File: src/rtl/anabellek_hakemi.sv
// Arbitrates I-cache and D-cache block requests onto one main-memory port; round-robin on ties.
// Grant to memory request is 1 cycle; completion pulse 1 cycle after hazir or timeout; requesters hold istek until gecerli.
module anabellek_hakemi #(
  parameter int unsigned ZAMAN_ASIMI = 255
) (
  input  logic         clk_i,
  input  logic         rst_i,
  input  logic         buyruk_istek_i,
  input  logic [31:0]  buyruk_adres_i,
  output logic [127:0] buyruk_obek_o,
  output logic         buyruk_obek_gecerli_o,
  input  logic         veri_istek_i,
  input  logic         veri_yaz_i,
  input  logic [31:0]  veri_adres_i,
  input  logic [127:0] veri_obek_i,
  output logic [127:0] veri_obek_o,
  output logic         veri_obek_gecerli_o,
  output logic         bellek_istek_o,
  output logic         bellek_yaz_o,
  output logic [31:0]  bellek_adres_o,
  output logic [127:0] bellek_obek_o,
  input  logic [127:0] bellek_obek_i,
  input  logic         bellek_hazir_i,
  output logic         hata_o,
  output logic         mesgul_o
);

  typedef enum logic [2:0] {
    BOSTA,
    BUYRUK_OKU,
    VERI_OKU,
    VERI_YAZ,
    BITTI
  } durum_t;

  localparam logic [15:0] SINIR = ZAMAN_ASIMI[15:0];

  durum_t       durum_q, durum_d;
  logic         son_verilen_q, son_verilen_d;  // 1: data cache was granted last
  logic [15:0]  sayac_q, sayac_d;
  logic [31:0]  adres_d;
  logic [127:0] yaz_obek_d;
  logic [127:0] buyruk_obek_d, veri_obek_d;
  logic         buyruk_gec_d, veri_gec_d, hata_d;

  // Block addresses are aligned; the low nibble of the request address is dropped.
  logic unused_adres_bitleri;
  assign unused_adres_bitleri = ^{buyruk_adres_i[3:0], veri_adres_i[3:0]};

  always_comb begin
    durum_d       = durum_q;
    son_verilen_d = son_verilen_q;
    sayac_d       = sayac_q;
    adres_d       = bellek_adres_o;
    yaz_obek_d    = bellek_obek_o;
    buyruk_obek_d = buyruk_obek_o;
    veri_obek_d   = veri_obek_o;
    buyruk_gec_d  = 1'b0;
    veri_gec_d    = 1'b0;
    hata_d        = 1'b0;

    case (durum_q)
      BOSTA: begin
        if (buyruk_istek_i && (!veri_istek_i || son_verilen_q)) begin
          durum_d       = BUYRUK_OKU;
          son_verilen_d = 1'b0;
          sayac_d       = 16'd0;
          adres_d       = {buyruk_adres_i[31:4], 4'b0000};
        end else if (veri_istek_i) begin
          durum_d       = veri_yaz_i ? VERI_YAZ : VERI_OKU;
          son_verilen_d = 1'b1;
          sayac_d       = 16'd0;
          adres_d       = {veri_adres_i[31:4], 4'b0000};
          if (veri_yaz_i) begin
            yaz_obek_d = veri_obek_i;
          end
        end
      end

      BUYRUK_OKU, VERI_OKU, VERI_YAZ: begin
        if (bellek_hazir_i) begin
          durum_d = BITTI;
          if (durum_q == BUYRUK_OKU) begin
            buyruk_gec_d  = 1'b1;
            buyruk_obek_d = bellek_obek_i;
          end else begin
            veri_gec_d = 1'b1;
            if (durum_q == VERI_OKU) begin
              veri_obek_d = bellek_obek_i;
            end
          end
        end else begin
          sayac_d = sayac_q + 16'd1;
          // Timeout: complete with an error pulse and a zeroed read block.
          if (sayac_d == SINIR) begin
            durum_d = BITTI;
            hata_d  = 1'b1;
            if (durum_q == BUYRUK_OKU) begin
              buyruk_gec_d  = 1'b1;
              buyruk_obek_d = '0;
            end else begin
              veri_gec_d = 1'b1;
              if (durum_q == VERI_OKU) begin
                veri_obek_d = '0;
              end
            end
          end
        end
      end

      BITTI: durum_d = BOSTA;

      default: durum_d = BOSTA;
    endcase
  end

  always_ff @(posedge clk_i) begin
    if (rst_i) begin
      durum_q               <= BOSTA;
      son_verilen_q         <= 1'b1;
      sayac_q               <= 16'd0;
      buyruk_obek_o         <= '0;
      buyruk_obek_gecerli_o <= 1'b0;
      veri_obek_o           <= '0;
      veri_obek_gecerli_o   <= 1'b0;
      bellek_istek_o        <= 1'b0;
      bellek_yaz_o          <= 1'b0;
      bellek_adres_o        <= '0;
      bellek_obek_o         <= '0;
      hata_o                <= 1'b0;
      mesgul_o              <= 1'b0;
    end else begin
      durum_q               <= durum_d;
      son_verilen_q         <= son_verilen_d;
      sayac_q               <= sayac_d;
      buyruk_obek_o         <= buyruk_obek_d;
      buyruk_obek_gecerli_o <= buyruk_gec_d;
      veri_obek_o           <= veri_obek_d;
      veri_obek_gecerli_o   <= veri_gec_d;
      bellek_istek_o        <= (durum_d == BUYRUK_OKU) || (durum_d == VERI_OKU) ||
                               (durum_d == VERI_YAZ);
      bellek_yaz_o          <= (durum_d == VERI_YAZ);
      bellek_adres_o        <= adres_d;
      bellek_obek_o         <= yaz_obek_d;
      hata_o                <= hata_d;
      mesgul_o              <= (durum_d != BOSTA);
    end
  end

endmodule
File: config.mk
export PLATFORM = sky130hd
export DESIGN_NAME = anabellek_hakemi
export DESIGN_NICKNAME = d
export VERILOG_FILES = /design/src/rtl/anabellek_hakemi.sv
export SDC_FILE = /design/constraint.sdc
export NUM_CORES = 1
export LEC_CHECK = 0
export ABC_AREA = 1
export ABC_CLOCK_PERIOD_IN_PS = 5700
export CAP_MARGIN = 5
export CORE_AREA = 8 8 286 288
export CTS_CLUSTER_DIAMETER = 200
export CTS_CLUSTER_SIZE = 14
export DETAILED_ROUTE_END_ITERATION = 10
export DIE_AREA = 0 0 294 296
export GPL_TIMING_DRIVEN = 0
export HOLD_SLACK_MARGIN = 0.06
export SKIP_LAST_GASP = 1
export SYNTH_ARGS = -nofsm -noshare
export SYNTH_HDL_FRONTEND = slang
export SYNTH_SLANG_ARGS = --single-unit
File: constraint.sdc
create_clock -name clk_i -period 5.7 [get_ports clk_i]
set_input_delay 1.14 -clock clk_i [delete_from_list [all_inputs] [get_ports clk_i]]
set_output_delay 1.14 -clock clk_i [all_outputs]
set_load 0.02 [all_outputs]
# Word-level counts from Yosys, hierarchy flattened
# Index checks and enable logic that the tools add are counted.
dict set report classes {
  n_eq_ne 9
  n_bitwise 3
  n_reduce_logical 18
  mux 31
  add_sub_neg 1
}
# cell n
set op_table {}
lappend op_table {{two-way mux 128 bit} 10}
lappend op_table {{two-way mux 32 bit} 2}
lappend op_table {{two-way mux 16 bit} 3}
lappend op_table {{one-hot mux 16 bit (2 select lines)} 1}
lappend op_table {{adder 16 x 1 -> 16 bit, second input constant} 1}
lappend op_table {{equality test 16 x 8 -> 1 bit, second input constant} 1}
lappend op_table {{equality test 3 x 2 -> 1 bit, second input constant} 4}
lappend op_table {{two-way mux 3 bit} 4}
lappend op_table {{two-way mux 1 bit} 10}
lappend op_table {{AND reduction 4 bit} 2}
lappend op_table {{equality test 3 x 1 -> 1 bit, second input constant} 2}
lappend op_table {{one-hot mux 3 bit (2 select lines)} 1}
lappend op_table {{AND reduction 3 bit} 2}
lappend op_table {{nonzero test 2 bit} 3}
lappend op_table {{OR reduction 3 bit} 2}
lappend op_table {{zero test 3 bit} 1}
lappend op_table {{logical OR 1 bit} 3}
lappend op_table {{inequality test 3 bit, second input constant} 1}
lappend op_table {{NOT 1 bit} 3}
lappend op_table {{nonzero test 3 bit} 1}
lappend op_table {{inequality test 2 bit, second input constant} 1}
lappend op_table {{AND reduction 2 bit} 1}
lappend op_table {{OR reduction 2 bit} 1}
lappend op_table {{logical AND 1 bit} 1}
lappend op_table {{zero test 1 bit} 1}
dict set report totals {
  in_bits 326
  reg_bits 442
  wordCells 75
  out_inout_bits 422
}

# Longest topological paths before layout
# Gate-level depths: netlist of run 1.
dict set report logic_depth {
  word_depth 8
  ltp_mapped 16
  ltp_nobuf 14
}

# Worst setup path before layout of run 1
# No wires, ideal clock.
dict set report synth_path {
  path_kind {input to register}
  start {in veri_istek_i}
  end {reg bellek_obek_o[100]}
  arrival_ps 2295
  setup_time_ps 116
  required_ps 5584
  slack_ps 3289
  path_stages 10
  n_path_buf 2
  cell_sequence {inv_1 -> o21ai_1 -> a21oi_1 -> inv_2 -> nor2_1 -> nand2_1 -> clkbuf_1 -> clkbuf_1 -> o21ai_0 -> nor2_1}
}
dict set report synth_via {
  elab_chain_cells 5
}
# item line_no
set synth_rtl {}
lappend synth_rtl {{start: declaration} 12} ;# input logic veri_istek_i,
lappend synth_rtl {{zero test 1 bit} 64} ;# if (buyruk_istek_i && (!veri_istek_i || son_verilen_q)) begin
lappend synth_rtl {{logical OR 1 bit} 64}
lappend synth_rtl {{logical AND 1 bit} 64}
lappend synth_rtl {{NOT 1 bit (no line)} --}
lappend synth_rtl {{AND reduction 4 bit (no line) *} --}
lappend synth_rtl {{end signal: assignment} 144} ;# bellek_obek_o <= yaz_obek_d;
lappend synth_rtl {{end: declaration} 21} ;# output logic [127:0] bellek_obek_o,
# Mark *: on every way between the ends. The rest lies on a longest branch, timed or not.
# A chain may end at the register's enable or synchronous reset.

# Worst setup path in the final report of run 1
dict set report layout_path {
  start {in bellek_hazir_i}
  end {reg veri_obek_o[15]}
}
dict set report layout_via {
  elab_chain_cells 2
  word_cells_on_any_way 3
  classes_between {mux: 1; reduce/logical: 2}
}
# item line_no
set layout_rtl {}
lappend layout_rtl {{start: declaration} 23} ;# input logic bellek_hazir_i,
lappend layout_rtl {{nonzero test 2 bit (no line)} --}
lappend layout_rtl {{AND reduction 4 bit (no line)} --}
lappend layout_rtl {{end signal: assignment} 138} ;# veri_obek_o <= veri_obek_d;
lappend layout_rtl {{end: declaration} 16} ;# output logic [127:0] veri_obek_o,
# Several ways; a longest one is shown, not always the timed one.

==> results of run 1 <==
-- worst paths after layout --
check / slack [ns] / to / cells past startpoint
hold reg to reg: 0.46 / veri_obek_o[116]$_SDFFE_PP0P_ / 2
setup reg to reg: 3.03 / bellek_obek_o[106]$_SDFFE_PP0P_ / 10
setup / recovery: 2.29 / veri_obek_o[15]$_SDFFE_PP0P_ / 7
hold / removal: 0.46 / veri_obek_o[116]$_SDFFE_PP0P_ / 2
-- layout make-up --
type	count	area, µm²
fill	8169	49850
tap	1040	1301
inverter	156	585.6
buffer	164	929.6
sequential	438	8768
antenna	14	35.03
clock inverter	2	20.02
clock buffer	39	975.9
multi-input combinational	1565	7112
timing repair buffer	737	7377
-- flip-flops by register name, summed over array words and instances (netlist names) --
register,count
bellek_adres_o,28
bellek_istek_o,1
bellek_obek_o,128
bellek_yaz_o,1
buyruk_obek_gecerli_o,1
buyruk_obek_o,128
durum_q,3
hata_o,1
mesgul_o,1
sayac_q,16
son_verilen_q,1
veri_obek_gecerli_o,1
veri_obek_o,128
-- worst register-to-register path, cell delays in order, from the launching register on --
cell and delay [ns]:
dfxtp_1 0.35, nor3_1 0.24, inv_1 0.06, a21oi_1 0.31, inv_2 0.08, nor2_1 0.16, nand2_1 0.16, clkbuf_1 0.38
clkbuf_1 0.36, o21ai_0 0.37, nor2_1 0.07
-- where the power goes --
group | total [mW] | internal [mW] | leakage, nW | switching, mW
sequential | 3.42 | 3.28 | 3.56 | 0.133
clock | 2.39 | 1.21 | 0.491 | 1.18
combinational | 1.92 | 0.821 | 6.12 | 1.10
total | 7.74 | 5.32 | 10.2 | 2.42
-- per-layer routing --
metal	up-vias	part of all wire	track usage	routed length [µm]
met5	-	0.00031	0	26
met4	4	0.036	0.07385	2972
met3	126	0.11	0.07925	9035
met2	643	0.48	0.3105	39850
met1	7898	0.38	0.1930	31630
li1	8814	-	-	-
-- logic make-up (layout without fill, tap and decap cells) --
logic type,after synthesis,count (layout),share of synthesized area
flip-flops,438,438,0.5045
adder cells (fa/ha/maj),2,2,0.001439
AND/OR/NAND/NOR,1065,1065,0.2467
other,1,18,0.0002157
AO/OA/AOI/OAI,492,492,0.1592
buffers and inverters,320,1098,0.08703
XOR/XNOR,2,2,0.001008
-- stage by stage --
stage	area (µm²)	power, mW
floorplan	17390	4.398
detailed placement	26070	5.436
global placement	26040	5.428
global route	27100	8.105
CTS	27070	7.865
finish	27100	7.735
-- cell usage after synthesis --
cell type / number / area share
nor3_1: 5 / 0.0014
buf_2: 15 / 0.0043
dfxtp_1: 438 / 0.50
nand3b_1: 2 / 0.00086
nand4_1: 5 / 0.0018
a2bb2oi_1: 1 / 0.00050
nand3_2: 1 / 0.00058
ha_1: 2 / 0.0014
clkbuf_1: 114 / 0.025
buf_1: 4 / 0.00086
o21ai_0: 140 / 0.040
inv_2: 2 / 0.00043
nor2_2: 5 / 0.0018
or2_2: 2 / 0.00072
nor2_1: 281 / 0.061
o21ai_1: 22 / 0.0063
nand2_4: 2 / 0.0013
a21oi_2: 80 / 0.040
buf_4: 7 / 0.0030
buf_6: 13 / 0.0084
xor2_1: 2 / 0.0010
inv_1: 154 / 0.033
nand2_2: 83 / 0.030
conb_1: 1 / 0.00022
nand3_1: 14 / 0.0040
buf_12: 9 / 0.010
a21oi_1: 249 / 0.072
buf_8: 2 / 0.0017
nand2_1: 665 / 0.14
==> flow_metrics.env, run 1 <==
export IMPL_slew_viol_final=0
export IMPL_worstMarginPinSlew_ns=1.058
export IMPL_cts_buffers=37
export IMPL_clkSinkCount=438
export IMPL_maxCapViolCount=0
export IMPL_hold_class="reg -> reg"
export IMPL_routed_wl_mm=83.51
export IMPL_ctsRootBufferMaster="clkbuf_16"
export IMPL_path_delay_family="buffers and inverters"
export IMPL_dp_slack_ns=1.325
export IMPL_critical_path_peak_fanout=11
export IMPL_viasPerCell=4.208
export IMPL_ys_ff_latch=438
export IMPL_crit_slowest_cell="clkbuf_1"
export IMPL_core_area_um2=76960
export IMPL_syn_inst=2320
export IMPL_grt_max_degree=15
export IMPL_utilization=0.3522
export IMPL_die_w_um=294
export IMPL_grt_remaining_overflow=0
export IMPL_final_cell_mix="734 x clkdlybuf4s50_1, 665 x nand2_1, 438 x dfxtp_1"
export IMPL_post_cts_resized=0
export IMPL_clock_fmax_mhz=293.4
export IMPL_antenna_found_initial=22
export IMPL_grt_pass1_wl_mm=117.3
export IMPL_drive_above_1_share=0.08610
export IMPL_drc=0
export IMPL_area_delta_synth_final_pct=55.94
export IMPL_die_area_um2=87020
export IMPL_clkLatencyLatePin_ns=0.56
export IMPL_htree_levels=2
export IMPL_grt_pass1_vias=17440
export IMPL_drt_first_iter_violations=760
export IMPL_setup_violations=0
export IMPL_endpoint_kind="register"
export IMPL_die_h_um=296
export IMPL_io_pins=748
export IMPL_wire_per_inst_um=20.10
export IMPL_min_from="veri_obek_o[116]$_SDFFE_PP0P_"
export IMPL_seq_area_frac_synth=0.5045
export IMPL_period_needed_ns=3.408
export IMPL_row_count=102
export IMPL_final_cells=4155
export IMPL_path_class="in -> reg"
export IMPL_detail_route_antenna_nets=0
export IMPL_startpoint_type="input pin"
export IMPL_synth_cell_type_count=29
export IMPL_hold_buffers=0
export IMPL_grtUsageTotal=0.1804
export IMPL_cp_startpoint="bellek_hazir_i"
export IMPL_rsz0062_at_grt="no"
export IMPL_num_vias=17490
export IMPL_cp_buffers_inverters=4
export IMPL_status="complete, no violations"
export IMPL_crit_reg2reg_launch="durum_q[2]$_SDFF_PP0_"
export IMPL_synthesis_area_um2=17380
export IMPL_fin_skew_ns=0.02249
export IMPL_clkTransAtPathRegs_ns=0.07
export IMPL_nets=3427
export IMPL_cp_data_arrival_time_ns=3.90
export IMPL_peakVddDrop_uv=190.7
export IMPL_fin_crit_sh=0.5979
export IMPL_fin_setup_tns_ns=0
export IMPL_portBuffers=734
export IMPL_dp_hpwl_mm=67.33
export IMPL_cp_required_ns=6.19
export IMPL_slowest_delay_ns=0.82
export IMPL_total_leakage_power_nw=10.17
export IMPL_worst_slack_ns=2.292
export IMPL_path_cells="clkdlybuf4s50_1 -> clkbuf_1 -> clkbuf_1 -> nand2_1 -> inv_1 -> nand2_1 -> a21oi_1"
export IMPL_tritoncts="yes"
export IMPL_place_inst=4100
export IMPL_post_cts_buffers=0
export IMPL_avgSynthCellArea_um2=7.492
export IMPL_layout_commonest_cell="clkdlybuf4s50_1"
export IMPL_hold_viol=0
export IMPL_synth_warnings=0
export IMPL_power_density_nw_per_um2=285.4
export IMPL_clockBufferDepth=3
export IMPL_relSlewSlack=0.2948
export IMPL_worst_hold_slack_ns=0.4583
export IMPL_gp_congestion=0.8698
export IMPL_start_util=0.2259
export IMPL_dr_pass1_iters=5
No activity file was read; power rests on OpenSTA's default activity.
==> run 2, diff against run 1 <==
ABC_CLOCK_PERIOD_IN_PS = 2800   (was 5700)
CORE_AREA = 8 8 285 287   (was 8 8 286 288)
DIE_AREA = 0 0 293 295   (was 0 0 294 296)
clock period = 2.8 ns   (was 5.7 ns; I/O delays follow)
==> flow_metrics.env, run 2 (synthesized netlist as in run 1, its figures left out) <==
export IMPL_hold_viol=0
export IMPL_whs_path_depth=2
export IMPL_hold_class="reg -> reg"
export IMPL_dp_hpwl_mm=67.83
export IMPL_cp_data_arrival_time_ns=3.01
export IMPL_gp_congestion=0.8637
export IMPL_clockBufferDepth=3
export IMPL_nets=3425
export IMPL_wire_per_inst_um=20.23
export IMPL_grt_remaining_overflow=0
export IMPL_slowest_delay_ns=0.51
export IMPL_grt_pass1_vias=17520
export IMPL_design_area_um2=27090
export IMPL_top_regs="bellek_obek_o x128, buyruk_obek_o x128, veri_obek_o x128"
export IMPL_power_mw=15.75
export IMPL_rsz0062_at_grt="no"
export IMPL_reg2reg_slack_ns=0.27
export IMPL_layout_commonest_cell="clkdlybuf4s50_1"
export IMPL_cp_depth=7
export IMPL_row_count=102
export IMPL_clock_fmax_mhz=394.8
export IMPL_final_fill_count=8083
export IMPL_dr_pass1_iters=5
export IMPL_drive_above_1_share=0.08651
export IMPL_slew_viol_final=0
export IMPL_grt_pass1_wl_mm=118.8
export IMPL_cp_startpoint="durum_q[0]$_SDFF_PP0_"
export IMPL_antenna_found_initial=21
export IMPL_setup_violations=0
export IMPL_clkLatencyLatePin_ns=0.57
export IMPL_worst_hold_slack_ns=0.4596
export IMPL_maxCapViolCount=0
export IMPL_endpoint_kind="register"
export IMPL_multiInputGateArea_um2=7127
export IMPL_num_vias=17530
export IMPL_relSlewSlack=0.2003
export IMPL_path_delay_family="buffers and inverters"
export IMPL_total_leakage_power_nw=10.17
export IMPL_path_cells="inv_1 -> nor3_2 -> clkbuf_2 -> buf_16 -> clkbuf_1 -> nand2_1 -> a21oi_2"
export IMPL_portBuffers=734
export IMPL_cp_required_ns=3.28
export IMPL_viasPerCell=4.226
export IMPL_fin_skew_ns=0.03003
export IMPL_core_area_um2=76700
export IMPL_routed_wl_mm=83.91
export IMPL_die_area_um2=86440
export IMPL_die_w_um=293
export IMPL_dpl_cell_area_um2=26070
export IMPL_area_delta_synth_final_pct=55.85
export IMPL_cts_buffers=37
export IMPL_drt_first_iter_violations=684
export IMPL_clkTransAtPathRegs_ns=0.07
export IMPL_tritoncts="yes"
export IMPL_ctsRootBufferMaster="clkbuf_16"
export IMPL_seqCellArea_um2=8768
export IMPL_grt_max_degree=15
export IMPL_hold_buffers=0
export IMPL_io_pins=748
export IMPL_reg2reg_to="buyruk_obek_o[98]$_SDFFE_PP0P_"
export IMPL_peakVddDrop_uv=430.1
export IMPL_crit_end="buyruk_obek_o[98]$_SDFFE_PP0P_"
export IMPL_status="complete, no violations"
export IMPL_power_density_nw_per_um2=581.5
export IMPL_drc=0
export IMPL_detail_route_antenna_nets=0
export IMPL_start_util=0.2266
export IMPL_cp_buffers_inverters=4
export IMPL_crit_reg2reg_launch="durum_q[0]$_SDFF_PP0_"
export IMPL_clkSinkCount=438
export IMPL_final_cell_mix="734 x clkdlybuf4s50_1, 665 x nand2_1, 438 x dfxtp_1"
export IMPL_worstMarginPinSlew_ns=1.199
export IMPL_crit_slowest_cell="nor3_2"
export IMPL_critical_path_peak_fanout=10
export IMPL_utilization=0.3532
export IMPL_fin_crit_sh=0.9047
export IMPL_period_needed_ns=2.533
export IMPL_startpoint_type="register"
export IMPL_path_class="reg -> reg"
export IMPL_reg2reg_depth=7
export IMPL_die_h_um=295
export IMPL_grtUsageTotal=0.1835
export IMPL_htree_levels=2
==> run 2: worst register-to-register path, stage by stage, from the launching register on <==
cell and delay [ns]:
dfxtp_1 0.38, inv_1 0.10, nor3_2 0.51, clkbuf_2 0.40, buf_16 0.19, clkbuf_1 0.47, nand2_1 0.24, a21oi_2 0.18
==> run 2: repair_timing <==
action | 4_1_cts | 5_1_grt
setup endpoints to repair | 214 | 21
buffers inserted | 0 | 0
gates resized for setup | 5 | 3
pin swaps | 0 | 0
==> run 2: per-layer routing <==
metal / vias to the layer above / share of wire / global-route usage
li1: 8802 / - / -
met4: 6 / 0.030 / 0.06092
met2: 615 / 0.49 / 0.3273
met1: 7976 / 0.38 / 0.1962
met3: 127 / 0.098 / 0.07454
met5: - / 0.00048 / 0
==> run 2: worst min path at each step <==
stage                     slack (ns)                            from                             end
after floorplan                 0.44      son_verilen_q$_SDFFE_PP1P_      son_verilen_q$_SDFFE_PP1P_
after global placement          0.45   veri_obek_o[106]$_SDFFE_PP0P_   veri_obek_o[106]$_SDFFE_PP0P_
after detailed placement        0.45   veri_obek_o[125]$_SDFFE_PP0P_   veri_obek_o[125]$_SDFFE_PP0P_
after CTS                       0.46    veri_obek_o[70]$_SDFFE_PP0P_    veri_obek_o[70]$_SDFFE_PP0P_
after global routing            0.47  buyruk_obek_o[39]$_SDFFE_PP0P_  buyruk_obek_o[39]$_SDFFE_PP0P_
final                           0.46   veri_obek_o[125]$_SDFFE_PP0P_   veri_obek_o[125]$_SDFFE_PP0P_
==> run 2: power breakdown <==
part / switching [mW] / internal, mW / leakage [nW] / total (mW)
sequential: 0.268 / 6.69 / 3.56 / 6.95
combinational: 2.25 / 1.68 / 6.12 / 3.92
clock: 2.46 / 2.42 / 0.481 / 4.88
total: 4.97 / 10.8 / 10.2 / 15.8
==> run 2: metrics by stage <==
stage	setup WS [ns]	std cells	setup TNS, ns
after floorplan	0.7573	2323	0
after global routing	0.03306	4144	0
after detailed placement	-0.7555	4098	-155.81
after global placement	-0.8678	4097	-163.80
after CTS	0.005127	4138	0
final	0.2669	4147	0
==> run 2: area by class of cell <==
type                    instances  area share
diodes                          9   0.0008314
clock buffers                  38     0.03510
inverters                     156     0.02162
plain buffers                 164     0.03441
repair buffers                735      0.2722
multi-input cells            1565      0.2631
well taps                    1040     0.04803
flip-flops and latches        438      0.3237
clock inverters                 2    0.001016
==> run 3, diff against run 2 <==
ABC_CLOCK_PERIOD_IN_PS = 2500   (was 2800)
CORE_AREA = 8 8 286 288   (was 8 8 285 287)
DIE_AREA = 0 0 294 296   (was 0 0 293 295)
clock period = 2.5 ns   (was 2.8 ns; I/O delays follow)
==> flow_metrics.env, run 3 (synthesized netlist as in run 1, its figures left out) <==
export IMPL_peakVddDrop_uv=434.9
export IMPL_clock_fmax_mhz=421.2
export IMPL_clockBufferDepth=3
export IMPL_num_vias=17620
export IMPL_htree_levels=2
export IMPL_hold_buffers=0
export IMPL_clkLatencyLatePin_ns=0.56
export IMPL_path_class="in -> reg"
export IMPL_ctsRootBufferMaster="clkbuf_16"
export IMPL_slew_viol_final=0
export IMPL_status="complete, no violations"
export IMPL_viasPerCell=4.238
export IMPL_row_count=102
export IMPL_fin_skew_ns=0.02172
export IMPL_core_area_um2=76960
export IMPL_min_from="rst_i"
export IMPL_power_mw=17.65
export IMPL_slowest_delay_ns=0.52
export IMPL_hold_class="in -> reg"
export IMPL_endpoint_kind="register"
export IMPL_reg2reg_to="veri_obek_o[124]$_SDFFE_PP0P_"
export IMPL_whs_path_depth=4
export IMPL_drc=0
export IMPL_path_delay_family="buffers and inverters"
export IMPL_design_area_um2=27210
export IMPL_top_regs="bellek_obek_o x128, buyruk_obek_o x128, veri_obek_o x128"
export IMPL_start_util=0.2259
export IMPL_portBuffers=734
export IMPL_die_h_um=296
export IMPL_clkSinkCount=438
export IMPL_drive_above_1_share=0.09343
export IMPL_area_delta_synth_final_pct=56.54
export IMPL_antenna_found_initial=22
export IMPL_power_density_nw_per_um2=648.6
export IMPL_tritoncts="yes"
export IMPL_path_cells="clkdlybuf4s50_1 -> inv_1 -> o21ai_1 -> a21oi_2 -> inv_2 -> clkbuf_1 -> clkbuf_1 -> a21oi_1 -> a21oi_1"
export IMPL_cp_buffers_inverters=5
export IMPL_critical_path_peak_fanout=10
export IMPL_nets=3430
export IMPL_die_w_um=294
export IMPL_hold_path_end="durum_q[2]$_SDFF_PP0_"
export IMPL_detail_route_antenna_nets=0
export IMPL_die_area_um2=87020
export IMPL_grtUsageTotal=0.1805
export IMPL_worst_slack_ns=0.1260
export IMPL_period_needed_ns=2.374
export IMPL_fin_crit_sh=0.9496
export IMPL_setup_violations=0
export IMPL_seqCellArea_um2=8775
export IMPL_dp_hpwl_mm=67.33
export IMPL_grt_pass1_vias=17440
export IMPL_hold_viol=0
export IMPL_final_fill_count=8162
export IMPL_grt_max_degree=15
export IMPL_cp_data_arrival_time_ns=2.86
export IMPL_dr_pass1_iters=5
export IMPL_startpoint_type="input pin"
export IMPL_cts_buffers=37
export IMPL_gp_congestion=0.8698
export IMPL_dpl_cell_area_um2=26070
export IMPL_maxCapViolCount=0
export IMPL_grt_remaining_overflow=0
export IMPL_cp_required_ns=2.99
export IMPL_grt_pass1_wl_mm=117.4
export IMPL_drt_first_iter_violations=836
export IMPL_reg2reg_depth=15
export IMPL_final_cell_mix="734 x clkdlybuf4s50_1, 664 x nand2_1, 435 x dfxtp_1"
export IMPL_crit_slowest_cell="clkdlybuf4s50_1"
export IMPL_crit_reg2reg_launch="sayac_q[3]$_SDFFE_PP0P_"
export IMPL_reg2reg_slack_ns=0.14
export IMPL_dp_slack_ns=-1.235
export IMPL_total_leakage_power_nw=10.22
export IMPL_multiInputGateArea_um2=7161
export IMPL_io_pins=748
export IMPL_layout_commonest_cell="clkdlybuf4s50_1"
export IMPL_relSlewSlack=0.3884
export IMPL_clkTransAtPathRegs_ns=0.07
export IMPL_worstMarginPinSlew_ns=0.9174
export IMPL_wire_per_inst_um=20.13
export IMPL_routed_wl_mm=83.70
## run 3: power breakdown
part / total [mW] / internal [mW] / switching, mW
Combinational: 4.40 / 1.88 / 2.52
Clock: 5.46 / 2.77 / 2.69
Sequential: 7.80 / 7.49 / 0.306
## run 3: metal layers
layer / up-vias / wire length [µm] / global-route usage
met5: - / 26 / 0
met4: 4 / 2866 / 0.07385
met3: 126 / 9110 / 0.07925
met2: 657 / 40090 / 0.3106
met1: 8009 / 31610 / 0.1930
li1: 8828 / - / -
## run 3: worst reg2reg max path: stages, from the launching register on
cell     delay (ns)
dfxtp_1        0.47
nand2_2        0.15
nor2_2         0.21
nand3_2        0.11
nand2_1        0.07
nand2_1        0.06
nor2_1         0.12
nand2_1        0.07
nor2_2         0.10
nand2_2        0.11
nand2_4        0.15
nand2_2        0.11
buf_6          0.17
buf_4          0.19
nand2_1        0.06
a21oi_1        0.06
## run 3: area by class of cell
class	instances	area share
Inverter	156	0.02152
Multi-Input combinational cell	1565	0.2632
Buffer	164	0.03504
Timing Repair Buffer	740	0.2720
Antenna cell	15	0.001380
Sequential cell	438	0.3225
Clock buffer	39	0.03587
Tap cell	1040	0.04782
Clock inverter	2	0.0007358
## run 3: timing repair
| item | 4_1_cts | 5_1_grt |
|---|---|---|
| endpoints found under the setup margin | 298 | 319 |
| gates cloned | 0 | 0 |
| buffers inserted | 0 | 3 |
| gates resized for setup | 11 | 26 |
| pin swaps | 2 | 3 |
## run 3: worst max-delay path by stage
| stage | from | to | slack, ns | cells after the start |
|---|---|---|---|---|
| 4_1_cts | sayac_q[0]$_SDFFE_PP0P_ | veri_obek_o[91]$_SDFFE_PP0P_ | 0.03 | 16 |
| 5_1_grt | sayac_q[3]$_SDFFE_PP0P_ | buyruk_obek_o[90]$_SDFFE_PP0P_ | -0.002 | 13 |
| 3_3_place_gp | durum_q[0]$_SDFF_PP0_ | buyruk_obek_o[0]$_SDFFE_PP0P_ | -1.32 | 6 |
| 3_5_place_dp | bellek_hazir_i | veri_obek_o[15]$_SDFFE_PP0P_ | -1.23 | 7 |
| 6_report | veri_istek_i | bellek_adres_o[26]$_SDFFE_PP0P_ | 0.13 | 9 |
| 2_1_floorplan | sayac_q[0]$_SDFFE_PP0P_ | buyruk_obek_o[10]$_SDFFE_PP0P_ | 0.46 | 16 |
## run 3: through the flow
| step | instances | TNS (ns) | util | hold WS (ns) |
|---|---|---|---|---|
| after floorplan | 2323 | 0 | - | 0.4425 |
| after global placement | 4097 | -283.17 | 0.3384 | 0.4451 |
| after detailed placement | 4100 | -245.51 | 0.3388 | 0.4501 |
| after CTS | 4141 | 0 | 0.3520 | 0.4112 |
| after global routing | 4155 | -0.003529 | 0.3534 | 0.4708 |
| final | 4159 | 0 | 0.3536 | 0.4579 |
